===== src/rtl/piso_serializer.sv =====
// ---------------------------------------------------------------------------
// piso_serializer
//
// Parallel-in, serial-out transmitter for the enable-strobed serial link.
// A WIDTH-bit word is accepted through a ready/load handshake and then
// shifted out MSB first, one bit per enable strobe. A receiver that shifts
// serial_out into its LSB on the same strobes ends up holding the word.
//
// Build option:
//   PISO_PARITY_EN - when defined, the even-parity bit of the loaded word is
//                    sent as one extra bit after the data bits, so a
//                    transfer takes WIDTH+1 strobes instead of WIDTH.
//                    The port list is the same in both builds.
//
// Parameters:
//   WIDTH      data word width in bits (2 or more)
//
// Ports:
//   clk        system clock, rising-edge active
//   resetn     asynchronous active-low reset
//   load       request to accept data_in (only honoured while ready=1)
//   data_in    parallel word, captured on the accepted load edge
//   enable     shift strobe; each high cycle while busy consumes one bit
//   serial_out current serial bit, valid while busy, 0 otherwise
//   ready      high when idle and able to accept a load
//   busy       high while a word (plus parity, if built in) is being sent
//   done       one-cycle pulse after the last bit has been consumed
// ---------------------------------------------------------------------------
module piso_serializer #(
    parameter int WIDTH = 4
) (
    input  logic             clk,
    input  logic             resetn,
    input  logic             load,
    input  logic [WIDTH-1:0] data_in,
    input  logic             enable,
    output logic             serial_out,
    output logic             ready,
    output logic             busy,
    output logic             done
);

    // Counter is wide enough to hold WIDTH, the highest bit index reached
    // when the parity bit is appended.
    localparam int CNT_W = $clog2(WIDTH + 1);

`ifdef PISO_PARITY_EN
    localparam int LAST_IDX = WIDTH;
`else
    localparam int LAST_IDX = WIDTH - 1;
`endif

    localparam logic [CNT_W-1:0] LAST = CNT_W'(LAST_IDX);

    typedef enum logic {
        ST_IDLE  = 1'b0,
        ST_SHIFT = 1'b1
    } state_t;

    state_t           state_q, state_d;
    logic [WIDTH-1:0] shift_q, shift_d;
    logic [CNT_W-1:0] cnt_q,   cnt_d;
    logic             done_q,  done_d;
`ifdef PISO_PARITY_EN
    logic             parity_q, parity_d;
`endif

    // -----------------------------------------------------------------------
    // Next-state logic
    // -----------------------------------------------------------------------
    always_comb begin
        // NOTE: every signal gets a default before the case so no path leaves
        // it unassigned; an unassigned path would infer a latch.
        state_d = state_q;
        shift_d = shift_q;
        cnt_d   = cnt_q;
        done_d  = 1'b0;
`ifdef PISO_PARITY_EN
        parity_d = parity_q;
`endif

        case (state_q)
            ST_IDLE: begin
                // enable is deliberately ignored here: the load cycle never
                // consumes a bit.
                if (load) begin
                    shift_d = data_in;
                    cnt_d   = '0;
                    state_d = ST_SHIFT;
`ifdef PISO_PARITY_EN
                    parity_d = ^data_in;
`endif
                end
            end

            ST_SHIFT: begin
                // load is ignored while busy; data_in is not sampled.
                if (enable) begin
                    shift_d = {shift_q[WIDTH-2:0], 1'b0};
                    if (cnt_q == LAST) begin
                        // Clearing instead of incrementing keeps the counter
                        // from ever wrapping past its range.
                        cnt_d   = '0;
                        state_d = ST_IDLE;
                        done_d  = 1'b1;
                    end else begin
                        cnt_d = cnt_q + 1'b1;
                    end
                end
            end

            default: begin
                state_d = ST_IDLE;
            end
        endcase
    end

    // -----------------------------------------------------------------------
    // State registers
    // -----------------------------------------------------------------------
    // NOTE: sequential state uses non-blocking assignments so every flop
    // samples the pre-edge values, independent of statement order.
    always_ff @(posedge clk or negedge resetn) begin
        if (!resetn) begin
            state_q <= ST_IDLE;
            shift_q <= '0;
            cnt_q   <= '0;
            done_q  <= 1'b0;
        end else begin
            state_q <= state_d;
            shift_q <= shift_d;
            cnt_q   <= cnt_d;
            done_q  <= done_d;
        end
    end

`ifdef PISO_PARITY_EN
    always_ff @(posedge clk or negedge resetn) begin
        if (!resetn) begin
            parity_q <= 1'b0;
        end else begin
            parity_q <= parity_d;
        end
    end
`endif

    // -----------------------------------------------------------------------
    // Outputs
    // -----------------------------------------------------------------------
    // serial_out is combinational from the register so the first bit is
    // already valid in the first SHIFT cycle; it is forced low when idle.
    logic serial_bit;

`ifdef PISO_PARITY_EN
    // After WIDTH shifts the register is all zeros; the parity bit is
    // selected in its place for the final strobe.
    assign serial_bit = (cnt_q == LAST) ? parity_q : shift_q[WIDTH-1];
`else
    assign serial_bit = shift_q[WIDTH-1];
`endif

    assign serial_out = (state_q == ST_SHIFT) & serial_bit;
    assign ready      = (state_q == ST_IDLE);
    assign busy       = (state_q == ST_SHIFT);
    assign done       = done_q;

endmodule

===== config.mk =====
export PLATFORM = sky130hd
export DESIGN_NAME = piso_serializer
export DESIGN_NICKNAME = d
export VERILOG_FILES = /design/src/rtl/piso_serializer.sv
export SDC_FILE = /design/constraint.sdc
export NUM_CORES = 1
export LEC_CHECK = 0
export ABC_CLOCK_PERIOD_IN_PS = 1200
export BUFFER_PORTS_ARGS = -buffer_cell sky130_fd_sc_hd__buf_2
export CAP_MARGIN = 0
export CELL_PAD_IN_SITES_DETAIL_PLACEMENT = 0
export CELL_PAD_IN_SITES_GLOBAL_PLACEMENT = 2
export CORE_MARGIN = 1.5
export CORE_UTILIZATION = 30
export CTS_CLUSTER_SIZE = 28
export DETAILED_ROUTE_END_ITERATION = 8
export PLACE_DENSITY_LB_ADDON = 0.1
export REMOVE_ABC_BUFFERS = 1
export SETUP_SLACK_MARGIN = 0.5
export SYNTH_ARGS = -nofsm -noshare
export SYNTH_HDL_FRONTEND = slang
export SYNTH_SLANG_ARGS = --single-unit

===== constraint.sdc =====
create_clock -name clk -period 1.2 [get_ports clk]
set_input_delay 0.06 -clock clk [delete_from_list [all_inputs] [get_ports clk]]
set_output_delay 0.06 -clock clk [all_outputs]
set_load 0.05 [all_outputs]

==> results of run 1 <==
cell type report:
type | instances | area [µm²] | share of cell area
Multi-Input combinational cell | 30 | 274.0 | 0.3904
Inverter | 1 | 3.754 | 0.005348
Tap cell | 16 | 20.02 | 0.02852
Timing Repair Buffer | 19 | 151.4 | 0.2157
Sequential cell | 9 | 226.5 | 0.3226
Clock buffer | 4 | 26.28 | 0.03743
registers in the layout (all words and copies together), names as in the netlist:
name / cells
busy: 1
done: 1
shift_q: 4
cnt_q: 3
synthesized netlist by cell type:
| cell type | count |
|---|---|
| dfrtp_1 | 9 |
| nand3_1 | 1 |
| o2bb2ai_1 | 1 |
| and2_1 | 1 |
| mux2i_1 | 5 |
| ha_1 | 1 |
| a21oi_1 | 4 |
| o21ai_0 | 2 |
| nand2b_1 | 1 |
| o21ai_1 | 1 |
| nand2_1 | 1 |
| nand2_2 | 1 |
| nor3_4 | 1 |
| a211oi_1 | 3 |
| nor2_2 | 1 |
| buf_6 | 1 |
| inv_2 | 1 |
| nor2b_1 | 5 |
| nor2_1 | 1 |
| buf_4 | 2 |
worst paths after layout:
kind | start | endpoint | slack [ps] | cells past startpoint
setup / recovery | busy | serial_out | 140 | 2
hold / removal | data_in[1] | shift_q[1] | 100 | 3
setup reg to reg | busy | cnt_q[0] | 180 | 4
hold reg to reg | cnt_q[2] | done | 500 | 1
max in group asynchronous | resetn | busy | 820 | 2
min in group asynchronous | resetn | cnt_q[0] | 190 | 2
per-layer routing:
| layer | vias up | global-route usage | share of wire |
|---|---|---|---|
| li1 | 190 | - | - |
| met1 | 168 | 0.1463 | 0.44 |
| met2 | 7 | 0.2277 | 0.51 |
| met3 | 0 | 0.03448 | 0.050 |
| met4 | 0 | 0.05625 | 0 |
| met5 | - | 0 | 0 |
cell families (layout without fill, tap and decap cells):
family	after synthesis	count (layout)
adder cells (fa/ha/maj)	1	1
AND/OR/NAND/NOR	13	13
multiplexers	5	5
AO/OA/AOI/OAI	11	11
flip-flops	9	9
buffers and inverters	4	24
power groups by stage:
stage	Combinational (mW)	Sequential, mW	Clock (mW)
floorplan	0.361	0.561	0
global placement	0.525	0.513	0
detailed placement	0.545	0.526	0
CTS	0.819	0.502	0.231
global route	0.996	0.537	0.249
finish	0.917	0.521	0.220
critical path: cells and delay by family, from the launching register on:
family	cells	cell delay, ps
buffers and inverters	1	140
flip-flops	1	450
AND/OR/NAND/NOR	1	160
through the flow:
| step | TNS [ps] | utilization |
|---|---|---|
| global route | 0 | 0.4714 |
| floorplan | -1030 | - |
| detailed placement | 0 | 0.3479 |
| finish | 0 | 0.4714 |
| CTS | 0 | 0.4403 |
| global placement | 0 | 0.3479 |
what timing repair did:
| action | in CTS | in global routing |
|---|---|---|
| endpoints found under the hold margin | 9 | 0 |
| setup buffers | 5 | 2 |
| hold buffers | 1 | 0 |
| resized for setup | 20 | 6 |
| pin swaps | 3 | 5 |
| endpoints found under the setup margin | 13 | 13 |
==> qor.yml, run 1 <==
outcome: "finished, final reports clean"
hold_path_class: "input port to register"
crit_chain: "and2_4 -> buf_6"
synth_cell_types: 20
drt-initial-drc-count: 2
antenna_left: 0
die_w_um: 42.55
startpoint_type: "register"
cap_viol_max_count: 0
cts_tree: "built"
pwr-share-clk: 0.133
numCtsBuffers: 3
drc: 0
nFillCells: 148
std_cell_rows: 14
final_cells: 79
synth_top_family_by_area: "simple AND/OR/NAND/NOR gates"
grt_usage: 0.1299
end_kind: "primary output"
cts_root_buf: "clkbuf_4"
synth_adder_area_share: 0.02667
die_h_um: 42.55
dp_cells: 67
final_hold_viol_count: 0
arrival_ps: 1000
wirelength_um: 1002
placed_cell_area_um2: 518.0
post_drt_wl_per_cell_um: 12.68
pwr-share-comb: 0.553
synth_seq_cells: 9
cts.sinks: 9
core-area_um2: 1489
min_period_ps: 1061
dieArea_um2: 1810
peakVddDrop_uv: 943.8
p_switching_uw: 659.2
fin_crit_sh: 0.8839
fin_area_um2: 701.9
yosysTopAreaCell: "dfrtp_1"
clock_latency_ps: 250
whs_ps: 95.26
most-common-layout-cells: "dfrtp_1 (8), buf_2 (8), mux2i_1 (5), buf_6 (5)"
syn_to_final_growth_pct: 49.60
fin_skew_ps: 2.708
initial_utilization: 0.3151
htreeDepth: 1
max_freq_mhz: 942.8
synth_compound_area_frac: 0.1413
tightestPinTransition_ps: 245.9
synthTopCellsByArea: "dfrtp_1 (48%), mux2i_1 (11%), nor2b_1 (6.7%), a211oi_1 (4.8%), a21oi_1 (4.3%)"
antenna_found_initial: 0
num_vias: 365
rsz0062_at_grt: "true"
cp_max_fo: 6
drive_gt1_frac: 0.5714
crit_slowest_cell: "dfrtp_2"
yosysWarnings: 0
postSynthAreaPerCell_um2: 10.91
place_congestion: 0.6942
power_density_nw_per_um2: 2363
worstSetupPathType: "register to primary output"
relSlewSlack: 0.8372
vias_per_cell: 4.620
grt_pass1_wl_um: 1725
grt_pass1_vias: 413
power_frac_seq: 0.314
grt_start_max_net_pins: 10
synth-simple-area-share: 0.1813
p_leak_nw: 0.3204
cpPeakStageDelay_ps: 450
nNetsFinal: 73
syn_area_um2: 469.2
synth_top_area_frac: 0.4800
swShare: 0.3974
drv_slew: 0
dp.final_hpwl_um: 693
overflow: 0
diodes: 0
numPortBuffers: 11
synth_xor_area_frac: 0
clk_pin_slew_ps: 60
num_io_pins: 12
dr.pass1.iters: 2
clockBufferDepth: 2
setup_ws_ps: 139.4
place_ws_ps: 93.83
syn_inst: 43
cp.required_ps: 1140
p_int_uw: 999.7
setup_viol: 0
synth-seq-area-share: 0.4800
total_power_mw: 1.659
muxShareOfSynthArea: 0.1067
Power figures use the tool's default switching activity.
==> run 2, diff against run 1 <==
--- a/config.mk
+++ b/config.mk
@@ -8,7 +8,7 @@
 export ABC_CLOCK_PERIOD_IN_PS = 1200
 export BUFFER_PORTS_ARGS = -buffer_cell sky130_fd_sc_hd__buf_2
 export CAP_MARGIN = 0
-export CELL_PAD_IN_SITES_DETAIL_PLACEMENT = 0
+export CELL_PAD_IN_SITES_DETAIL_PLACEMENT = 2
 export CELL_PAD_IN_SITES_GLOBAL_PLACEMENT = 2
 export CORE_MARGIN = 1.5
 export CORE_UTILIZATION = 30
==> run 2 against run 1 <==
  * Routed wire length increased by 47%
  * Highest routed layer is now met4
  * Sequential share of layout area decreased by 1.7 points
  * Largest cell class unchanged
  * Combinational power increased by 19%
==> qor.yml, run 2 (synthesized netlist as in run 1, its figures left out) <==
rsz0062_at_grt: "true"
die_h_um: 42.55  # unchanged
clock_latency_ps: 260  # about the same
startpoint_type: "register"
endpoint: "cnt_q[0]"
total_power_mw: 1.836  # +11%
p_switching_uw: 746.3  # +13%
die_w_um: 42.55  # unchanged
num_vias: 416  # +14%
grt_pass1_vias: 445  # +7.7%
fin_skew_ps: 6.185  # +3.477 ps
final_hold_viol_count: 0  # unchanged
initial_utilization: 0.3151  # unchanged
dieArea_um2: 1810  # unchanged
r2r_start: "busy"
place_congestion: 0.6942  # unchanged
final_util: 0.4975  # +0.02605
nNetsFinal: 77  # +5.5%
num_io_pins: 12  # unchanged
htreeDepth: 1  # unchanged
swShare: 0.4064  # +0.009045
cpPeakStageDelay_ps: 470  # +20 ps
p_int_mw: 1.090  # +9.0%
final_cells: 83  # +5.1%
crit_slowest_cell: "dfrtp_2"
fin_crit_sh: 0.9225  # +0.03864
diodes: 0  # unchanged
path_delay_family: "flip-flops"
dp_cells: 67  # unchanged
end_kind: "register"
most-common-layout-cells: "dfrtp_1 (8), buf_4 (8), buf_2 (7), mux2i_1 (5)"
vias_per_cell: 5.012  # +8.5%
dr.pass1.iters: 3  # +1
wirelength_um: 1473  # +47%
p_leak_nw: 0.3435  # +7.2%
reg2regPathDepth: 4  # unchanged
clk_pin_slew_ps: 60  # about the same
drive_gt1_frac: 0.5970  # +0.02559
max_freq_mhz: 903.3  # -4.2%
cp.required_ps: 1340  # +200 ps
drv_slew: 0  # unchanged
r2r_end: "cnt_q[0]"
grt_usage: 0.1791  # +0.04912
pwr-share-comb: 0.592  # +0.039
cts.sinks: 9  # unchanged
syn_to_final_growth_pct: 57.87
antenna_left: 0  # unchanged
cap_viol_max_count: 0  # unchanged
numPortBuffers: 11  # unchanged
cp.depth: 4  # +2
pwr-share-clk: 0.129  # -0.004
top_register: "shift_q"
antenna_found_initial: 0  # unchanged
post_drt_wl_per_cell_um: 17.75  # +40%
peakVddDrop_uv: 1026  # +8.7%
cts_tree: "built"
min_period_ps: 1107  # +46.37 ps
overflow: 0  # unchanged
dp.final_hpwl_um: 887.2  # +28%
grt_pass1_wl_um: 2214  # +28%
drt-initial-drc-count: 1  # -1
tightestPinTransition_ps: 240.0  # -5.901 ps
grt_start_max_net_pins: 10  # unchanged
crit_path_frequent_cell: "o21ai_2"
crit_chain: "buf_6 -> nor2b_4 -> o21ai_2 -> o21ai_2"
crit_start: "busy"
power_frac_seq: 0.278  # -0.036
hold_path_class: "input port to register"
r2r_setup_slack_ps: 90  # -90 ps
setup_viol: 0  # unchanged
largest_reg_flops: 4  # unchanged
power_density_nw_per_um2: 2479  # +4.9%
relSlewSlack: 0.8400  # +0.002807
arrival_ps: 1250  # +250 ps
core-area_um2: 1489  # unchanged
numCtsBuffers: 3  # unchanged
drc: 0  # unchanged
cp_max_fo: 7  # +1
nFillCells: 149  # +0.68%
reg.largest.list: "shift_q x4, cnt_q x3"
cp.buffers_inverters: 1  # unchanged
worstSetupPathType: "register to register"
std_cell_rows: 14  # unchanged
outcome: "finished, final reports clean"
cts_root_buf: "clkbuf_4"
clockBufferDepth: 2  # unchanged
## run 2: power groups by stage
stage / combinational (mW) / clock (mW) / sequential (mW)
after floorplan: 0.361 / 0 / 0.561
after global placement: 0.525 / 0 / 0.513
after detailed placement: 0.564 / 0 / 0.534
after CTS: 0.869 / 0.254 / 0.508
after global routing: 1.16 / 0.265 / 0.527
final: 1.09 / 0.238 / 0.511
## run 2: metal layers
metal | GRT usage | wire (µm) | vias to the layer above
met4 | 0.1125 | 6 | 0
met3 | 0.03879 | 31 | 2
met5 | 0 | 0 | -
met1 | 0.1892 | 547 | 210
li1 | - | - | 197
met2 | 0.3169 | 887 | 7
## run 2: worst min-delay path by stage
| stage | start | endpoint | slack, ps | cells after the start |
|---|---|---|---|---|
| 2_1_floorplan | resetn | busy | -240 | 0 |
| 3_3_place_gp | resetn | shift_q[2] | -80 | 1 |
| 3_5_place_dp | resetn | shift_q[2] | -70 | 1 |
| 4_1_cts | data_in[0] | shift_q[0] | 80 | 3 |
| 5_1_grt | data_in[0] | shift_q[0] | 90 | 3 |
| 6_report | data_in[0] | shift_q[0] | 90 | 3 |
## run 2: through the flow
step                instance area, µm²  setup TNS, ps  setup slack (ps)  hold slack [ps]
global placement                 518.0              0             138.9           -81.48
detailed placement               518.0         -33.79            -33.79           -71.72
CTS                              664.4              0             83.10            79.79
floorplan                        442.9          -1030            -317.2           -235.6
global route                     740.7              0             42.04            88.00
finish                           740.7              0             92.99            85.40
## run 2: repair_timing
item,4_1_cts,5_1_grt
gates resized for setup,21,9
endpoints found under the setup margin,13,13
pin swaps,3,2
setup buffers,6,5
endpoints found under the hold margin,9,0
hold buffers,1,0
## run 2: worst register-to-register path, delay by kind of cell, from the launching register on
| kind | cells | cell delay [ps] |
|---|---|---|
| compound gates | 2 | 240 |
| buf+inv | 1 | 150 |
| flops | 1 | 470 |
| simple gates | 1 | 130 |
## run 2: area by class of cell
| class | instances | area, µm² | area share |
|---|---|---|---|
| multi-input combinational | 30 | 269.0 | 0.3632 |
| sequential | 9 | 226.5 | 0.3057 |
| timing repair buffer | 23 | 195.2 | 0.2635 |
| clock buffer | 4 | 26.28 | 0.03547 |
| tap | 16 | 20.02 | 0.02703 |
| inverter | 1 | 3.754 | 0.005068 |
==> run 3, diff against run 2 <==
--- a/config.mk
+++ b/config.mk
@@ -15,6 +15,7 @@
 export CTS_CLUSTER_SIZE = 28
 export DETAILED_ROUTE_END_ITERATION = 8
 export PLACE_DENSITY_LB_ADDON = 0.1
+export RECOVER_POWER = 100
 export REMOVE_ABC_BUFFERS = 1
 export SETUP_SLACK_MARGIN = 0.5
 export SYNTH_ARGS = -nofsm -noshare
==> run 3 against run 2 <==
  * Power fell by 2.2%
  * Clock power barely moved
  * Combinational power fell by 4%
  * Critical path depth did not move
  * Clock skew fell by 0.70 ps
  * Critical endpoint is now shift_q[2]
==> qor.yml, run 3 (synthesized netlist as in run 1, its figures left out) <==
hold_path_depth: 3  # unchanged
setup_viol: 0  # unchanged
met3_usage: 0.03879  # unchanged
reg.largest.list: "shift_q x4, cnt_q x3"
cap_viol_max_count: 0  # unchanged
numPortBuffers: 11  # unchanged
rsz0062_at_grt: "true"
final.setup.tns_ps: 0  # unchanged
overflow: 0  # unchanged
final_hold_viol_count: 0  # unchanged
antenna_found_initial: 0  # unchanged
place_congestion: 0.6942  # unchanged
diodes: 0  # unchanged
cts_root_buf: "clkbuf_4"
crit_start: "busy"
std_cell_rows: 14  # unchanged
worstSetupPathType: "register to register"
grt_pass1_wl_um: 2214  # unchanged
power_density_nw_per_um2: 2487  # +0.34%
r2r_start: "busy"
cp.required_ps: 1350  # about the same
startpoint_type: "register"
final_cells: 83  # unchanged
drive_gt1_frac: 0.5522  # -0.04478
clk_pin_slew_ps: 60  # about the same
antenna_left: 0  # unchanged
final_common_cell: "dfrtp_1"
dieArea_um2: 1810  # unchanged
grt_pass1_vias: 445  # unchanged
dr.pass1.iters: 4  # +1
dp.final_hpwl_um: 887.2  # unchanged
die_h_um: 42.55  # unchanged
drt-initial-drc-count: 2  # +1
total_power_mw: 1.796  # -2.2%
num_vias: 412  # -0.96%
fin_crit_sh: 0.9333  # +0.01084
nNetsFinal: 77  # unchanged
hold_path_class: "input port to register"
met1_usage: 0.1892  # unchanged
r2r_end: "shift_q[2]"
min_period_ps: 1120  # +13.01 ps
drv_slew: 0  # unchanged
peakVddDrop_uv: 1020  # -0.61%
clockBufferDepth: 2  # unchanged
outcome: "finished, final reports clean"
most-common-layout-cells: "dfrtp_1 (8), buf_2 (6), buf_4 (6), mux2i_1 (5), clkbuf_4 (5)"
crit_chain: "clkbuf_4 -> clkbuf_2 -> a211oi_2 -> a21oi_1"
setup_ws_ps: 79.98  # -13.01 ps
num_io_pins: 12  # unchanged
cp_max_fo: 7  # unchanged
wirelength_um: 1457  # -1.1%
r2r_setup_slack_ps: 80  # about the same
htreeDepth: 1  # unchanged
busiest_layer: "met2"
grt_start_max_net_pins: 10  # unchanged
tightestPinTransition_ps: 537.7  # +297.7 ps
die_w_um: 42.55  # unchanged
fin_skew_ps: 5.483  # -0.7028 ps
dp_cells: 67  # unchanged
relSlewSlack: 0.6415  # -0.1985
vias_per_cell: 4.964  # -0.96%
met2_usage: 0.3169  # unchanged
crit_slowest_cell: "dfrtp_2"
core-area_um2: 1489  # unchanged
top_register: "shift_q"
arrival_ps: 1270  # +20 ps
cts.sinks: 9  # unchanged
endpoint: "shift_q[2]"
clock_latency_ps: 260  # about the same
grt_usage: 0.1791  # unchanged
place_ws_ps: -33.79  # unchanged
end_kind: "register"
reg2regPathDepth: 4  # unchanged
cpPeakStageDelay_ps: 470  # about the same
largest_reg_flops: 4  # unchanged
nFillCells: 154  # +3.4%
cts_tree: "built"
max_freq_mhz: 892.8  # -1.2%
fin_area_um2: 721.9  # -2.5%
p_leak_nw: 0.3384  # -1.5%
placed_cell_area_um2: 518.0  # unchanged
initial_utilization: 0.3151  # unchanged
syn_to_final_growth_pct: 53.87
numCtsBuffers: 3  # unchanged
post_drt_wl_per_cell_um: 17.55  # -1.1%
drc: 0  # unchanged
-- run 3: cell count changes in the layout (fill, tap and decap cells not counted) --
cell      delta
buf_4        -2
buf_6        -2
clkbuf_2     +2
clkbuf_4     +2
buf_2        -1
clkbuf_1     +1
ha_1         +1
ha_2         -1
nand2_1      +1
nand2_2      -1
-- run 3: metrics by stage --
step / hold WS [ps] / util
6_report: 85.35 / 0.4849
3_3_place_gp: -81.48 / 0.3479
2_1_floorplan: -235.6 / -
4_1_cts: 79.79 / 0.4462
3_5_place_dp: -71.72 / 0.3479
5_1_grt: 88.00 / 0.4849
-- run 3: worst min-delay path by stage --
stage	start	to	slack, ps
finish	data_in[0]	shift_q[0]	90
global route	data_in[0]	shift_q[0]	90
CTS	data_in[0]	shift_q[0]	80
detailed placement	resetn	shift_q[2]	-70
global placement	resetn	shift_q[2]	-80
floorplan	resetn	busy	-240
-- run 3: worst max-delay path, delay by kind of cell, from the launching register on --
kind	cells	cell delay, ps
flip-flops	1	470
buffers and inverters	2	290
AO/OA/AOI/OAI	2	250
-- run 3: where the power goes --
group	total [mW]	switching (mW)	leakage, nW	internal, mW
sequential	0.507	0.0935	0.112	0.413
clock	0.237	0.108	0.0150	0.128
combinational	1.05	0.535	0.211	0.518
-- run 3: routing by layer --
metal	vias up	wire (µm)
met3	2	31
li1	196	-
met2	7	884
met5	-	0
met1	207	533
met4	0	6
-- run 3: what timing repair did --
action,in CTS,in global routing
hold buffers,1,0
resized for setup,21,9
gates cloned,0,0
buffers inserted,6,5
setup endpoints to repair,13,13
pin swaps,3,2
endpoints found under the hold margin,9,0
-- run 3: layout make-up --
cell class                      instances  area, µm²  share of cell area
Inverter                                1      3.754            0.005199
Sequential cell                         9      226.5              0.3137
Tap cell                               16      20.02             0.02773
Clock buffer                            4      26.28             0.03640
Timing Repair Buffer                   23      181.4              0.2513
Multi-Input combinational cell         30      264.0              0.3657
